### src/rtl/sdram_arb_pkg.sv
// Shared constants and width helpers for the SDRAM request arbiter.
package sdram_arb_pkg;

   localparam int unsigned REQ_VGA   = 0;
   localparam int unsigned REQ_AUDIO = 1;
   localparam int unsigned REQ_DMA   = 2;

   localparam int unsigned DEF_MAX_PEND = 4;

   // Width of a requester index; a single requester still needs one bit.
   function automatic int unsigned id_w(input int unsigned num_req);
      return (num_req < 2) ? 1 : $clog2(num_req);
   endfunction

   function automatic int unsigned pend_w(input int unsigned max_pend);
      return $clog2(max_pend) + 1;
   endfunction

   localparam int unsigned PEND_CNT_W = pend_w(DEF_MAX_PEND);

endpackage

### src/rtl/arb_id_fifo.sv
// Ordered queue of requester IDs for reads already accepted by the SDRAM slave.
module arb_id_fifo #(
   parameter int unsigned DEPTH = 4,
   parameter int unsigned WIDTH = 2
) (
   input  logic                     clk,
   input  logic                     rst_n,
   input  logic                     push,
   input  logic [WIDTH-1:0]         push_data,
   input  logic                     pop,
   output logic [WIDTH-1:0]         head_c,
   output logic [$clog2(DEPTH):0]   count,
   output logic                     empty
);

   localparam int unsigned PTR_W = $clog2(DEPTH);
   localparam int unsigned CNT_W = PTR_W + 1;

   logic [PTR_W-1:0] wr_ptr_q, wr_ptr_d;
   logic [PTR_W-1:0] rd_ptr_q, rd_ptr_d;
   logic [CNT_W-1:0] count_q, count_d;
   logic             empty_q, empty_d;
   logic             do_push, do_pop;
   logic [WIDTH-1:0] mem_q [DEPTH];

   // A push into a full queue is only honoured when a pop frees a slot.
   always_comb begin
      do_pop   = pop && !empty_q;
      do_push  = push && ((count_q != CNT_W'(DEPTH)) || do_pop);
      wr_ptr_d = wr_ptr_q + PTR_W'(do_push);
      rd_ptr_d = rd_ptr_q + PTR_W'(do_pop);
      count_d  = count_q + CNT_W'(do_push) - CNT_W'(do_pop);
      empty_d  = (count_d == '0);
   end

   always_ff @(posedge clk or negedge rst_n) begin
      if (!rst_n) begin
         wr_ptr_q <= '0;
         rd_ptr_q <= '0;
         count_q  <= '0;
         empty_q  <= 1'b1;
      end else begin
         wr_ptr_q <= wr_ptr_d;
         rd_ptr_q <= rd_ptr_d;
         count_q  <= count_d;
         empty_q  <= empty_d;
      end
   end

   always_ff @(posedge clk) begin
      if (do_push) mem_q[wr_ptr_q] <= push_data;
   end

   assign head_c = mem_q[rd_ptr_q];
   assign count  = count_q;
   assign empty  = empty_q;

endmodule

### src/rtl/sdram_req_arbiter.sv
// Round-robin arbiter sharing one SDRAM Avalon-MM port, with in-order read return routing.
// Optional build macro SDRAM_ARB_VGA_PRIO_EN gives requester 0 (VGA) absolute priority.
module sdram_req_arbiter
   import sdram_arb_pkg::*;
#(
   parameter int unsigned NUM_REQ  = 3,
   parameter int unsigned ADDR_W   = 25,
   parameter int unsigned DATA_W   = 16,
   parameter int unsigned MAX_PEND = 4
) (
   input  logic                        clk_clk,
   input  logic                        reset_reset_n,
   input  logic [NUM_REQ-1:0]          req_valid,
   input  logic [NUM_REQ-1:0]          req_we,
   input  logic [NUM_REQ*ADDR_W-1:0]   req_addr,
   input  logic [NUM_REQ*DATA_W-1:0]   req_wdata,
   output logic [NUM_REQ-1:0]          req_ready,
   output logic [NUM_REQ-1:0]          rsp_valid,
   output logic [DATA_W-1:0]           rsp_data,
   output logic [ADDR_W-1:0]           m_address,
   output logic                        m_read,
   output logic                        m_write,
   output logic [DATA_W-1:0]           m_writedata,
   input  logic                        m_waitrequest,
   input  logic [DATA_W-1:0]           m_readdata,
   input  logic                        m_readdatavalid,
   output logic [$clog2(MAX_PEND):0]   pend_count,
   output logic                        err_orphan
);

   localparam int unsigned ID_W   = id_w(NUM_REQ);
   localparam int unsigned PEND_W = pend_w(MAX_PEND);
   localparam int unsigned SUM_W  = PEND_W + 1;

   logic              cmd_rd_q, cmd_rd_d;
   logic              cmd_wr_q, cmd_wr_d;
   logic [ADDR_W-1:0] addr_q, addr_d;
   logic [DATA_W-1:0] wdata_q, wdata_d;
   logic [ID_W-1:0]   cmd_id_q, cmd_id_d;
   logic [ID_W-1:0]   last_grant_q, last_grant_d;
   logic [NUM_REQ-1:0] rsp_valid_q, rsp_valid_d;
   logic [DATA_W-1:0] rsp_data_q, rsp_data_d;
   logic              err_orphan_q, err_orphan_d;

   logic              slot_free, push, pop, room;
   logic [NUM_REQ-1:0] elig;
   logic              found, vga_win, sel_we;
   logic [ID_W-1:0]   winner, cand;
   int unsigned       idx;
   logic [PEND_W-1:0] fifo_count;
   logic [ID_W-1:0]   fifo_head;
   logic              fifo_empty;

   // A read in flight this cycle counts against the limit before it is pushed.
   always_comb begin
      slot_free = !(cmd_rd_q || cmd_wr_q) || !m_waitrequest;
      push      = cmd_rd_q && !m_waitrequest;
      pop       = m_readdatavalid && !fifo_empty;
      room      = (SUM_W'(fifo_count) + SUM_W'(push)) < SUM_W'(MAX_PEND);
      elig      = req_valid & (req_we | {NUM_REQ{room}});
   end

   // Scan starting after the last grant, wrapping modulo NUM_REQ.
   always_comb begin
      found   = 1'b0;
      vga_win = 1'b0;
      winner  = last_grant_q;
      idx     = 0;
      cand    = '0;
      for (int unsigned k = 1; k <= NUM_REQ; k++) begin
         idx  = (32'(last_grant_q) + k) % NUM_REQ;
         cand = ID_W'(idx);
`ifdef SDRAM_ARB_VGA_PRIO_EN
         if (!found && elig[cand] && (idx != REQ_VGA)) begin
`else
         if (!found && elig[cand]) begin
`endif
            found  = 1'b1;
            winner = cand;
         end
      end
`ifdef SDRAM_ARB_VGA_PRIO_EN
      if (elig[ID_W'(REQ_VGA)]) begin
         found   = 1'b1;
         vga_win = 1'b1;
         winner  = ID_W'(REQ_VGA);
      end
`endif
      sel_we    = req_we[winner];
      req_ready = '0;
      if (slot_free && found) req_ready[winner] = 1'b1;
   end

   always_comb begin
      cmd_rd_d     = cmd_rd_q;
      cmd_wr_d     = cmd_wr_q;
      addr_d       = addr_q;
      wdata_d      = wdata_q;
      cmd_id_d     = cmd_id_q;
      last_grant_d = last_grant_q;
      rsp_valid_d  = '0;
      rsp_data_d   = rsp_data_q;
      err_orphan_d = err_orphan_q || (m_readdatavalid && fifo_empty);
      if (slot_free) begin
         cmd_rd_d = found && !sel_we;
         cmd_wr_d = found && sel_we;
         if (found) begin
            addr_d   = req_addr[32'(winner)*ADDR_W +: ADDR_W];
            wdata_d  = req_wdata[32'(winner)*DATA_W +: DATA_W];
            cmd_id_d = winner;
            if (!vga_win) last_grant_d = winner;
         end
      end
      if (pop) begin
         rsp_valid_d[fifo_head] = 1'b1;
         rsp_data_d             = m_readdata;
      end
   end

   always_ff @(posedge clk_clk or negedge reset_reset_n) begin
      if (!reset_reset_n) begin
         cmd_rd_q     <= 1'b0;
         cmd_wr_q     <= 1'b0;
         addr_q       <= '0;
         wdata_q      <= '0;
         cmd_id_q     <= '0;
         last_grant_q <= ID_W'(NUM_REQ - 1);
         rsp_valid_q  <= '0;
         rsp_data_q   <= '0;
         err_orphan_q <= 1'b0;
      end else begin
         cmd_rd_q     <= cmd_rd_d;
         cmd_wr_q     <= cmd_wr_d;
         addr_q       <= addr_d;
         wdata_q      <= wdata_d;
         cmd_id_q     <= cmd_id_d;
         last_grant_q <= last_grant_d;
         rsp_valid_q  <= rsp_valid_d;
         rsp_data_q   <= rsp_data_d;
         err_orphan_q <= err_orphan_d;
      end
   end

   arb_id_fifo #(
      .DEPTH (MAX_PEND),
      .WIDTH (ID_W)
   ) u_id_fifo (
      .clk       (clk_clk),
      .rst_n     (reset_reset_n),
      .push      (push),
      .push_data (cmd_id_q),
      .pop       (pop),
      .head_c    (fifo_head),
      .count     (fifo_count),
      .empty     (fifo_empty)
   );

   assign m_read      = cmd_rd_q;
   assign m_write     = cmd_wr_q;
   assign m_address   = addr_q;
   assign m_writedata = wdata_q;
   assign rsp_valid   = rsp_valid_q;
   assign rsp_data    = rsp_data_q;
   assign pend_count  = fifo_count;
   assign err_orphan  = err_orphan_q;

endmodule

### config.mk
export PLATFORM = sky130hd
export DESIGN_NAME = sdram_req_arbiter
export DESIGN_NICKNAME = d
export VERILOG_FILES = /design/src/rtl/sdram_arb_pkg.sv /design/src/rtl/arb_id_fifo.sv /design/src/rtl/sdram_req_arbiter.sv
export SDC_FILE = /design/constraint.sdc
export NUM_CORES = 1
export LEC_CHECK = 0
export ABC_CLOCK_PERIOD_IN_PS = 2600
export BUFFER_PORTS_ARGS = -buffer_cell sky130_fd_sc_hd__buf_2
export CAP_MARGIN = 20
export CORE_MARGIN = 8
export CORE_UTILIZATION = 42
export CTS_CLUSTER_DIAMETER = 150
export CTS_CLUSTER_SIZE = 16
export DETAILED_ROUTE_END_ITERATION = 8
export GPL_ROUTABILITY_DRIVEN = 0
export HOLD_SLACK_MARGIN = 0.02
export PLACE_DENSITY = 0.74
export SLEW_MARGIN = 5
export SYNTH_ARGS = -nofsm -noshare
export SYNTH_HDL_FRONTEND = slang
export SYNTH_SLANG_ARGS = --single-unit
export TNS_END_PERCENT = 50
### constraint.sdc
create_clock -name clk_clk -period 2.6 [get_ports clk_clk]
set_input_delay 0.13 -clock clk_clk [delete_from_list [all_inputs] [get_ports clk_clk]]
set_output_delay 0.13 -clock clk_clk [all_outputs]
set_load 0.005 [all_outputs]
# ---- After elaboration in Yosys (flattened, before gate mapping)
# Memories as Yosys holds them, arrays and structs flattened.
# Index checks and enable logic that the tools add are counted.
dict set report op_classes {
  n_addsub 8
  multipliers 1
  div_mod_pow 3
  order_cmp 8
  eq_ne 1
  n_shift 2
  n_mux 22
  n_bitwise 2
  n_reduce_logical 24
}
# op n
set ops {}
lappend ops {{$mod 32x2->32 const B} 3}
lappend ops {{$shiftx 75x8->25} 1}
lappend ops {{$shiftx 48x7->16} 1}
lappend ops {{$lt 2x3->1 const B} 5}
lappend ops {{$logic_and 1x1->1} 12}
lappend ops {{$mux 1} 11}
lappend ops {{$bmux 1 s2} 4}
lappend ops {{$mul 2x5->7 const B} 1}
lappend ops {{$add 2x2->3 const B} 2}
lappend ops {{$logic_not 1->1} 6}
lappend ops {{$mux 2} 3}
lappend ops {{$mux 3} 2}
lappend ops {{$add 2x1->2} 2}
lappend ops {{$add 3x1->4} 1}
lappend ops {{$demux 1 s2} 2}
lappend ops {{$ge 2x1->1 const B} 2}
lappend ops {{$logic_or 1x1->1} 4}
lappend ops {{$lt 4x3->1 const B} 1}
lappend ops {{$add 2x1->3 const B} 1}
lappend ops {{$add 3x1->3} 1}
lappend ops {{$and 3x3->3} 1}
lappend ops {{$logic_not 3->1} 1}
lappend ops {{$ne 3x3->1 const B} 1}
lappend ops {{$or 3x3->3} 1}
lappend ops {{other kinds (2)} 2}
dict set report totals {
  regBits 75
  ramBits 8
  in_bits 149
  output_inout_bits 69
  mem_count 1
}
# memory depth word_bits rd rd_clocked_by_memory_dff wr line
set memory_table {}
lappend memory_table {u_id_fifo.mem_q 4 2 1 0 1 arb_id_fifo.sv:24} ;# logic [WIDTH-1:0] mem_q [DEPTH];

# ---- Logic depth before layout (Yosys ltp)
# Gate-level depths: netlist of the first run.
dict set report logic_depth {
  ltp_word 20
  ltp_mapped 12
  mapped_depth_nobuf 9
}

# ---- Modules after synthesis
# Synthesis of the first run repeated with hierarchy kept, for this count alone.
dict set report unflattened {
  cells_unflattened 433
  hier_area_um2 4657.0
}
# module n_inst cells_per_inst area_per_inst_um2 seq_area_each_um2
set by_module_without_submodules {}
lappend by_module_without_submodules {sdram_req_arbiter 1 390 3950.0 1652.8}
lappend by_module_without_submodules {arb_id_fifo 1 43 706.9 441.7}

# ---- Least setup slack after synthesis of the first run
# No wires, ideal clock.
dict set report synth_timing {
  path_type {register -> register}
  start {reg u_id_fifo.count_q[1] (netlist: u_id_fifo.count[1])}
  end {reg cmd_rd_q (netlist: m_read)}
  arrival_time_ns 2.564
  t_required_ns 2.474
  setup_slack_ns -0.090
  stages_incl_launch_ff 11
  n_path_buf 1
  cell_sequence {dfrtp_1 ha_1 and3b_1 a21o_1 o21a_1 or3_1 o211a_1 and2_1 clkbuf_1 and2_1 a221o_1}
}
dict set report synth_via {
  elab_chain_cells 17
  word_cells_on_any_way 24
  classes_between {add/sub (1); order compare (1); mux (14); bitwise (2); reduce/logical (6)}
}
# element line
set synth_lines {}
lappend synth_lines {{start, declared} arb_id_fifo.sv:21} ;# logic [CNT_W-1:0] count_q, count_d;
lappend synth_lines {{start signal, assigned} arb_id_fifo.sv:45} ;# count_q <= count_d;
lappend synth_lines {{$add 3x1->4 *} sdram_req_arbiter.sv:59} ;# room = (SUM_W'(fifo_count) + SUM_W'(push)) < SUM_W'(MAX_PEND);
lappend synth_lines {{$lt 4x3->1 *} sdram_req_arbiter.sv:59}
lappend synth_lines {{$or 3x3->3 *} sdram_req_arbiter.sv:60} ;# elig = req_valid & (req_we | {NUM_REQ{room}});
lappend synth_lines {{$and 3x3->3 *} sdram_req_arbiter.sv:60}
lappend synth_lines {{$bmux 1 s2} sdram_req_arbiter.sv:76} ;# if (!found && elig[cand]) begin
lappend synth_lines {{$mux 1 (not written as such)} sdram_req_arbiter.sv:76}
lappend synth_lines {{$mux 1} sdram_req_arbiter.sv:76}
lappend synth_lines {{$logic_not 1->1} sdram_req_arbiter.sv:76}
lappend synth_lines {{$logic_and 1x1->1} sdram_req_arbiter.sv:76}
lappend synth_lines {{$mux 1} sdram_req_arbiter.sv:76}
lappend synth_lines {{$logic_not 1->1} sdram_req_arbiter.sv:76}
lappend synth_lines {{$logic_and 1x1->1} sdram_req_arbiter.sv:76}
lappend synth_lines {{$mux 2} sdram_req_arbiter.sv:76}
lappend synth_lines {{$bmux 1 s2} sdram_req_arbiter.sv:89} ;# sel_we = req_we[winner];
lappend synth_lines {{$mux 1 (not written as such)} sdram_req_arbiter.sv:89}
lappend synth_lines {{$logic_not 1->1} sdram_req_arbiter.sv:105} ;# cmd_rd_d = found && !sel_we;
lappend synth_lines {{$logic_and 1x1->1 *} sdram_req_arbiter.sv:105}
lappend synth_lines {{end signal, assigned} sdram_req_arbiter.sv:132} ;# cmd_rd_q <= cmd_rd_d;
lappend synth_lines {{end, declared} sdram_req_arbiter.sv:35} ;# logic cmd_rd_q, cmd_rd_d;
# Mark *: on every way between the ends. The rest lies on a longest branch, timed or not. The select of a mux whose other input is x is not followed.
# A chain may end at the register's enable or synchronous reset.

# ---- Worst setup path after layout of the first run
dict set report layout_timing {
  start {reg u_id_fifo.count_q[1] (netlist: u_id_fifo.count[1])}
  end {out req_ready[2]}
}
dict set report layout_via {
  elab_chain_cells 18
  word_cells_on_any_way 27
  classes_between {add/sub (1); order compare (3); mux (15); bitwise (2); reduce/logical (6)}
}
# element line
set layout_lines {}
lappend layout_lines {{$add 3x1->4 *} sdram_req_arbiter.sv:59}
lappend layout_lines {{$lt 4x3->1 *} sdram_req_arbiter.sv:59}
lappend layout_lines {{$or 3x3->3 *} sdram_req_arbiter.sv:60}
lappend layout_lines {{$and 3x3->3 *} sdram_req_arbiter.sv:60}
lappend layout_lines {{$bmux 1 s2} sdram_req_arbiter.sv:76}
lappend layout_lines {{$mux 1 (not written as such)} sdram_req_arbiter.sv:76}
lappend layout_lines {{$mux 1} sdram_req_arbiter.sv:76}
lappend layout_lines {{$logic_not 1->1} sdram_req_arbiter.sv:76}
lappend layout_lines {{(+2 left out)} -}
lappend layout_lines {{$logic_not 1->1} sdram_req_arbiter.sv:76}
lappend layout_lines {{$logic_and 1x1->1} sdram_req_arbiter.sv:76}
lappend layout_lines {{$mux 2} sdram_req_arbiter.sv:76}
lappend layout_lines {{$lt 2x3->1 (not written as such) / $ge 2x1->1 (equally long branches)} sdram_req_arbiter.sv:91} ;# if (slot_free && found) req_ready[winner] = 1'b1;
lappend layout_lines {{$logic_and 1x1->1 (not written as such)} sdram_req_arbiter.sv:91}
lappend layout_lines {{$mux 1 (not written as such)} sdram_req_arbiter.sv:91}
lappend layout_lines {{$demux 1 s2} sdram_req_arbiter.sv:91}
lappend layout_lines {{$mux 3 *} sdram_req_arbiter.sv:91}
lappend layout_lines {{end, declared} sdram_req_arbiter.sv:17} ;# output logic [NUM_REQ-1:0] req_ready,
# Marked as above.

==> results.yml, run 1 <==
drt:
  wl_per_cell_um: 18.07
  drt-total-wl_um: 15630
  initialDrtViolationCount: 274
  antenna_left: 0
  firstDrtPassIters: 6
  viasPerCell: 5.338
  vias: 4617
  drc: 0
timing:
  rsz0062_at_grt: "true"
  hold_viol: 0
  worst_slew_pin_slew_ns: 0.9571
  fmax_mhz: 343.2
  timing.final.ws_setup_ns: -0.3137
  post-route-period-util_pct: 112.1
  finalClockSkew_ns: 0.01188
  fin_crit_ns: 2.914
  drv_slew: 0
  max-slew-margin-rel_pct: 36.19
  setup_viol_count_final: 46
final_layout:
  areaGrowthSynthToFinish_pct: 55.78
  nets: 880
  layout-drive-gt1-share_pct: 44.23
  fin_area_mm2: 0.006761
  fillers: 823
status:
  outcome: "complete, but fails checks"
  violations: "negative setup slack"
floorplanning:
  core.rowCount: 37
  dieWidth_um: 117.7
  start_util_pct: 42.62
  die_h_um: 117.7
  io_pins: 218
  core_mm2: 0.01018
  dieArea_mm2: 0.01384
clock_network:
  clk_latency_ns: 0.36
  numCtsBuffers: 9
  cts_max_level: 3
  cts_sinks: 82
  cts_tree: "done"
  cts-root-buf: "clkbuf_8"
  cts.reportedPaths.clkPinSlew_ns: 0.10
  cts_max_path_buffers: 2
logic_synthesis:
  synth_common_cells: "98 x nand2_1, 72 x dfrtp_1, 42 x mux2i_1, 41 x nand3_1, 41 x o211ai_1"
  synthTopCellsByArea: "dfrtp_1 42%, mux2i_1 9.7%, nand2_1 8.5%"
  syn_inst: 439
  yosysTopAreaCell: "dfrtp_1"
  yosysSeqAreaShare_pct: 48.26
  syn_avg_cell_area_um2: 9.887
  synth_top_family_by_area: "simple AND/OR/NAND/NOR gates"
  synth-xor-area-share_pct: 0.8071
  syn_area_mm2: 0.004340
  synthFlopType: "dfrtp_1"
  netlist.area_leader.share_pct: 41.51
  synth-simple-area-share_pct: 17.67
  async_flop_share_pct: 90.24
  ys_ff_latch: 82
  synth-compound-area-share_pct: 15.28
  synth-edff-count: 8
  yosys_warnings: 0
  muxShareOfSynthArea_pct: 10.72
  synth_adder_area_share_pct: 2.479
  synth.distinct_cells: 58
  synth_fp_nets: 596
  synth_most_common_cell: "nand2_1"
global_route:
  grt_pass1_wl_um: 25210
  grt_overflow: 0
  grt_max_degree: 75
  grt_pass1_vias: 5020
  antenna_found_initial: 1
  grt_use_total_pct: 22.02
setup_path:
  cp_max_fo: 4
  cp.required_ns: 2.47
  crit_top_cell: "buf_6"
  slowest_delay_ns: 0.45
  r2r-start: "u_id_fifo.count[1]$_DFF_PN0_"
  rr_worst_depth: 12
  cp.arrival_ns: 2.78
  crit_path_cell_trace: "buf_6, and3b_2, a21o_1, o21a_1, a22o_1, o32a_1, a32oi_4, buf_6, buf_12, nor2_2, buf_2"
  end_kind: "output port"
  critPathLaunchType: "flop"
  critPathSlowestCell: "dfrtp_2"
  r2r_slack_ns: -0.27
  reg2reg_to: "m_writedata[2]$_DFFE_PN0P_"
  worstSetupPathType: "flop to output port"
pwr:
  power_mw: 10.53
  combPwrFrac_pct: 70.0
  internal_power_mw: 6.120
  peakVddDrop_uv: 969.0
  leakagePower_nw: 3.395
  p_switching_mw: 4.406
  power_density_mw_per_mm2: 1557
  switching_share_pct: 41.86
  p_clk_share_pct: 9.0
  power_frac_seq_pct: 21.0
place:
  numPortBuffers: 217
  dp_hpwl_um: 10720
  placed_area_mm2: 0.005801
worst_hold_path:
  hp-class: "input pin to flop"
  whs_endpoint: "m_address[9]$_DFFE_PN0P_"
  hold_start: "req_addr[34]"
  hold_depth: 3
flow_run:
  cap_violations: 0
-- critical path, delay by kind of cell, from the launching register on --
kind                   cells  cell delay (ns)
flip-flops                 1             0.45
buffers and inverters      4             0.53
AND/OR/NAND/NOR            2             0.26
AO/OA/AOI/OAI              5             1.18
-- sequential cells by signal (all words and copies together), names as in the netlist --
signal and cells:
u_id_fifo.rd_ptr_q 2, m_writedata 16, u_id_fifo.count 3, m_address 25, m_read 1, rsp_data 16
cmd_id_q 2, rsp_valid 3, last_grant_q 1, u_id_fifo.mem_q 8, u_id_fifo.wr_ptr_q 2, u_id_fifo.empty 1
err_orphan 1, m_write 1
-- per-stage QoR --
step                instances  setup WS [ns]  setup TNS (ns)  util [%]  hold slack [ns]
finish                    865        -0.3137          -10.39     66.39          0.02904
floorplan                 439       -0.02540        -0.02739         -          -0.1656
detailed placement        797        -0.2730          -8.035     56.95           0.3295
global route              865        -0.4206          -15.77     66.39          0.03134
CTS                       858        -0.2796          -8.608     64.98          0.02027
global placement          797        -0.1349          -4.737     56.95           0.3220
-- power groups by stage --
stage | sequential, mW | combinational, mW | clock (mW)
after global placement | 2.20 | 5.42 | 0
after floorplan | 2.24 | 3.57 | 0
after detailed placement | 2.21 | 5.62 | 0
final | 2.21 | 7.37 | 0.948
after CTS | 2.20 | 6.86 | 0.964
after global routing | 2.27 | 7.94 | 1.02
-- layout by cell type, fill, tap and decap left out, types with 3 or more instances in the layout --
cell type / n
a21o_1: 3
buf_4: 31
dlygate4sd3_1: 32
o21ai_0: 5
buf_12: 7
nor3b_1: 3
xor2_1: 3
nor3_1: 3
nand3_1: 41
inv_1: 11
or3_1: 3
clkbuf_8: 10
nor2_2: 3
buf_16: 3
buf_2: 215
mux2i_1: 40
edfxtp_1: 8
ha_1: 6
o211ai_1: 41
buf_6: 11
clkbuf_16: 3
nand2_2: 3
a21oi_1: 5
dfrtp_1: 70
nor2_1: 4
o21a_1: 3
nand2_1: 95
-- metal layers --
layer | GRT usage, % | vias to the layer above | share of wire (%)
li1 | - | 2153 | -
met1 | 25.33 | 2192 | 41
met2 | 37.94 | 229 | 49
met3 | 5.803 | 43 | 6.7
met4 | 9.287 | 0 | 3.0
met5 | 0 | - | 0
-- what timing repair did --
| item | CTS | global route |
|---|---|---|
| setup buffers | 10 | 4 |
| endpoints found under the hold margin | 103 | 0 |
| pin swaps | 13 | 6 |
| gates cloned | 3 | 2 |
| resized for setup | 35 | 15 |
| setup endpoints to repair | 48 | 49 |
| hold buffers | 32 | 0 |
-- cells by family after synthesis --
group           count (synthesis)
mux                            44
xor+xnor                        4
flops                          82
buf+inv                        42
compound gates                 88
fa+ha+maj                       8
simple gates                  171
-- how the worst max path moves through the flow --
stage / from / cells past startpoint / end
2_1_floorplan: u_id_fifo.count[1]$_DFF_PN0_ / 10 / m_read$_DFFE_PN0P_
6_report: u_id_fifo.count[1]$_DFF_PN0_ / 11 / req_ready[2]
3_5_place_dp: u_id_fifo.count[1]$_DFF_PN0_ / 12 / m_writedata[2]$_DFFE_PN0P_
3_3_place_gp: u_id_fifo.count[1]$_DFF_PN0_ / 12 / m_read$_DFFE_PN0P_
5_1_grt: u_id_fifo.count[1]$_DFF_PN0_ / 11 / req_ready[2]
4_1_cts: u_id_fifo.count[1]$_DFF_PN0_ / 11 / req_ready[2]
-- cell type report --
cell class / count / area, um^2 / share of cell area (%)
inverter: 12 / 46.29 / 0.6847
timing repair buffer: 303 / 2056 / 30.40
clock buffer: 11 / 162.7 / 2.406
tap: 136 / 170.2 / 2.517
clock inverter: 5 / 42.54 / 0.6292
multi-input combinational: 315 / 2185 / 32.31
antenna: 1 / 2.502 / 0.03701
sequential: 82 / 2097 / 31.01
Power figures use the tool's default switching activity.
==> run 2: changes to the inputs <==
--- a/config.mk
+++ b/config.mk
@@ -8,6 +8,7 @@
 export ABC_CLOCK_PERIOD_IN_PS = 2600
 export BUFFER_PORTS_ARGS = -buffer_cell sky130_fd_sc_hd__buf_2
 export CAP_MARGIN = 20
+export CORE_ASPECT_RATIO = 0.7
 export CORE_MARGIN = 8
 export CORE_UTILIZATION = 42
 export CTS_CLUSTER_DIAMETER = 150
==> run 2 against run 1 <==
Largest power group unchanged. Final cell count is 2.2% lower. Sequential power hardly changed. The run still ends with negative setup slack left. Via count is 2.8% lower. Sequential cell count stayed put. Die area is 0.38% higher.
==> results.yml, run 2 (synthesis gave the netlist of run 1 again) <==
final_layout:
  final_cell_mix: "215 x buf_2, 97 x nand2_1, 70 x dfrtp_1"
  fillers: 815
  nets: 866
  layout-drive-gt1-share_pct: 44.96
  n_antenna_cell: 0
  largest_reg_flops: 25
  final_common_cell: "buf_2"
  areaGrowthSynthToFinish_pct: 52.95
timing:
  post-route-period-util_pct: 109.5
  hold_slack_ns: 0.05670
  worst_slew_pin_slew_ns: 0.9565
  setup_viol_count_final: 46
  timing.final.ws_setup_ns: -0.2466
  fmax_mhz: 351.3
  rsz0062_at_grt: "true"
  fin_crit_ns: 2.847
  finalClockSkew_ns: 0.008401
  drv_slew: 0
  max-slew-margin-rel_pct: 36.24
  hold_viol: 0
pwr:
  power_density_mw_per_mm2: 1566
  leakagePower_nw: 3.351
  power_mw: 10.40
  peakVddDrop_uv: 1115
global_route:
  grt_pass1_wl_um: 23530
  grt_max_degree: 75
  grt_use_total_pct: 20.99
  grt_overflow: 0
  antenna_found_initial: 0
  grt_pass1_vias: 4864
place:
  dpl_worst_slack_ns: -0.2538
  numPortBuffers: 217
  dp_hpwl_um: 10570
worst_hold_path:
  hold_depth: 3
  hold_start: "req_addr[42]"
  hp-class: "input pin to flop"
  whs_endpoint: "m_address[17]$_DFFE_PN0P_"
drt:
  antenna_left: 0
  viasPerCell: 5.304
  drc: 0
  initialDrtViolationCount: 168
  drt-total-wl_um: 15070
  firstDrtPassIters: 5
  wl_per_cell_um: 17.82
  vias: 4487
setup_path:
  critPathLaunchType: "flop"
  r2r-start: "u_id_fifo.count[2]$_DFF_PN0_"
  end_kind: "output port"
  r2r_slack_ns: -0.24
  worstSetupPathType: "flop to output port"
  startpoint: "u_id_fifo.count[2]$_DFF_PN0_"
  crit_path_cell_trace: "ha_4, and3b_2, a21o_1, o21ai_2, buf_4, o221ai_1, o21ai_1, a32oi_4, buf_12, nand2_4, nor2_4, buf_6"
  slowest_delay_ns: 0.44
  cp_max_fo: 7
  critPathSlowestCell: "dfrtp_2"
  reg2reg_to: "m_writedata[4]$_DFFE_PN0P_"
  rr_worst_depth: 13
  cp.required_ns: 2.47
  cp.arrival_ns: 2.72
floorplanning:
  io_pins: 218
  start_util_pct: 42.55
  core_mm2: 0.01020
  dieArea_mm2: 0.01390
  dieWidth_um: 137.5
  core.rowCount: 31
  die_h_um: 101.1
clock_network:
  cts-root-buf: "clkbuf_16"
  clk_latency_ns: 0.32
  cts_sinks: 82
  cts_tree: "done"
  numCtsBuffers: 9
  cts_max_level: 3
  cts.reportedPaths.clkPinSlew_ns: 0.06
  cts_max_path_buffers: 2
status:
  violations: "negative setup slack"
  outcome: "complete, but fails checks"
flow_run:
  cap_violations: 0
## run 2: changes by cell type in the layout (fill, tap and decap cells not counted), moves of 3 or more
cell	delta
dlygate4sd3_1	-14
clkbuf_8	-9
clkbuf_16	+8
buf_4	+7
mux2i_1	-4
buf_16	-3
mux2i_2	+3
nand2_2	-3
## run 2: stage by stage
step	cells	setup TNS, ns	utilization (%)	area, um^2
finish	846	-8.561	65.08	6639
global route	846	-12.01	65.08	6639
CTS	844	-6.271	63.77	6505
detailed placement	795	-8.509	56.58	5772
global placement	795	-2.800	56.58	5772
floorplan	439	-0.02739	-	4357
## run 2: what timing repair did
item,4_1_cts,5_1_grt
hold buffers,18,0
gates cloned,1,1
endpoints found under the setup margin,46,49
pin swaps,14,4
hold endpoints to repair,89,0
buffers inserted,14,1
resized for setup,29,22
## run 2: metal layers
layer  part of all wire [%]  up-vias  global-route usage (%)  routed length, um
met5                      0        -                       0                  0
met3                    8.8       25                   6.325               1322
li1                       -     2118                       -                  -
met1                     40     2115                   24.50               6075
met2                     49      229                   36.17               7416
met4                    1.7        0                   6.406                259
## run 2: worst max-delay path: cells and delay by family, from the launching register on
family | cells | cell delay (ns)
AOI/OAI and AO/OA | 5 | 0.88
adders and majority gates | 1 | 0.18
buffers and inverters | 3 | 0.42
DFF | 1 | 0.44
and+or+nand+nor | 3 | 0.46
## run 2: worst max path at each step
stage,end,depth (start not counted)
global placement,m_address[8]$_DFFE_PN0P_,11
CTS,req_ready[1],10
global route,req_ready[2],11
floorplan,m_read$_DFFE_PN0P_,10
detailed placement,m_writedata[12]$_DFFE_PN0P_,11
finish,req_ready[0],12
## run 2: cell type report
cell class	count	area [um^2]	share of cell area [%]
timing repair buffer	289	1836	27.65
tap	132	165.2	2.488
multi-input combinational	315	2196	33.08
sequential	82	2097	31.59
clock buffer	12	267.8	4.033
inverter	12	46.29	0.6973
clock inverter	4	31.28	0.4712
## run 2: power by group
part           internal [mW]  switching, mW
Clock                  0.737          0.508
Combinational           3.58           3.35
Sequential              1.89          0.333
Total                   6.21           4.19
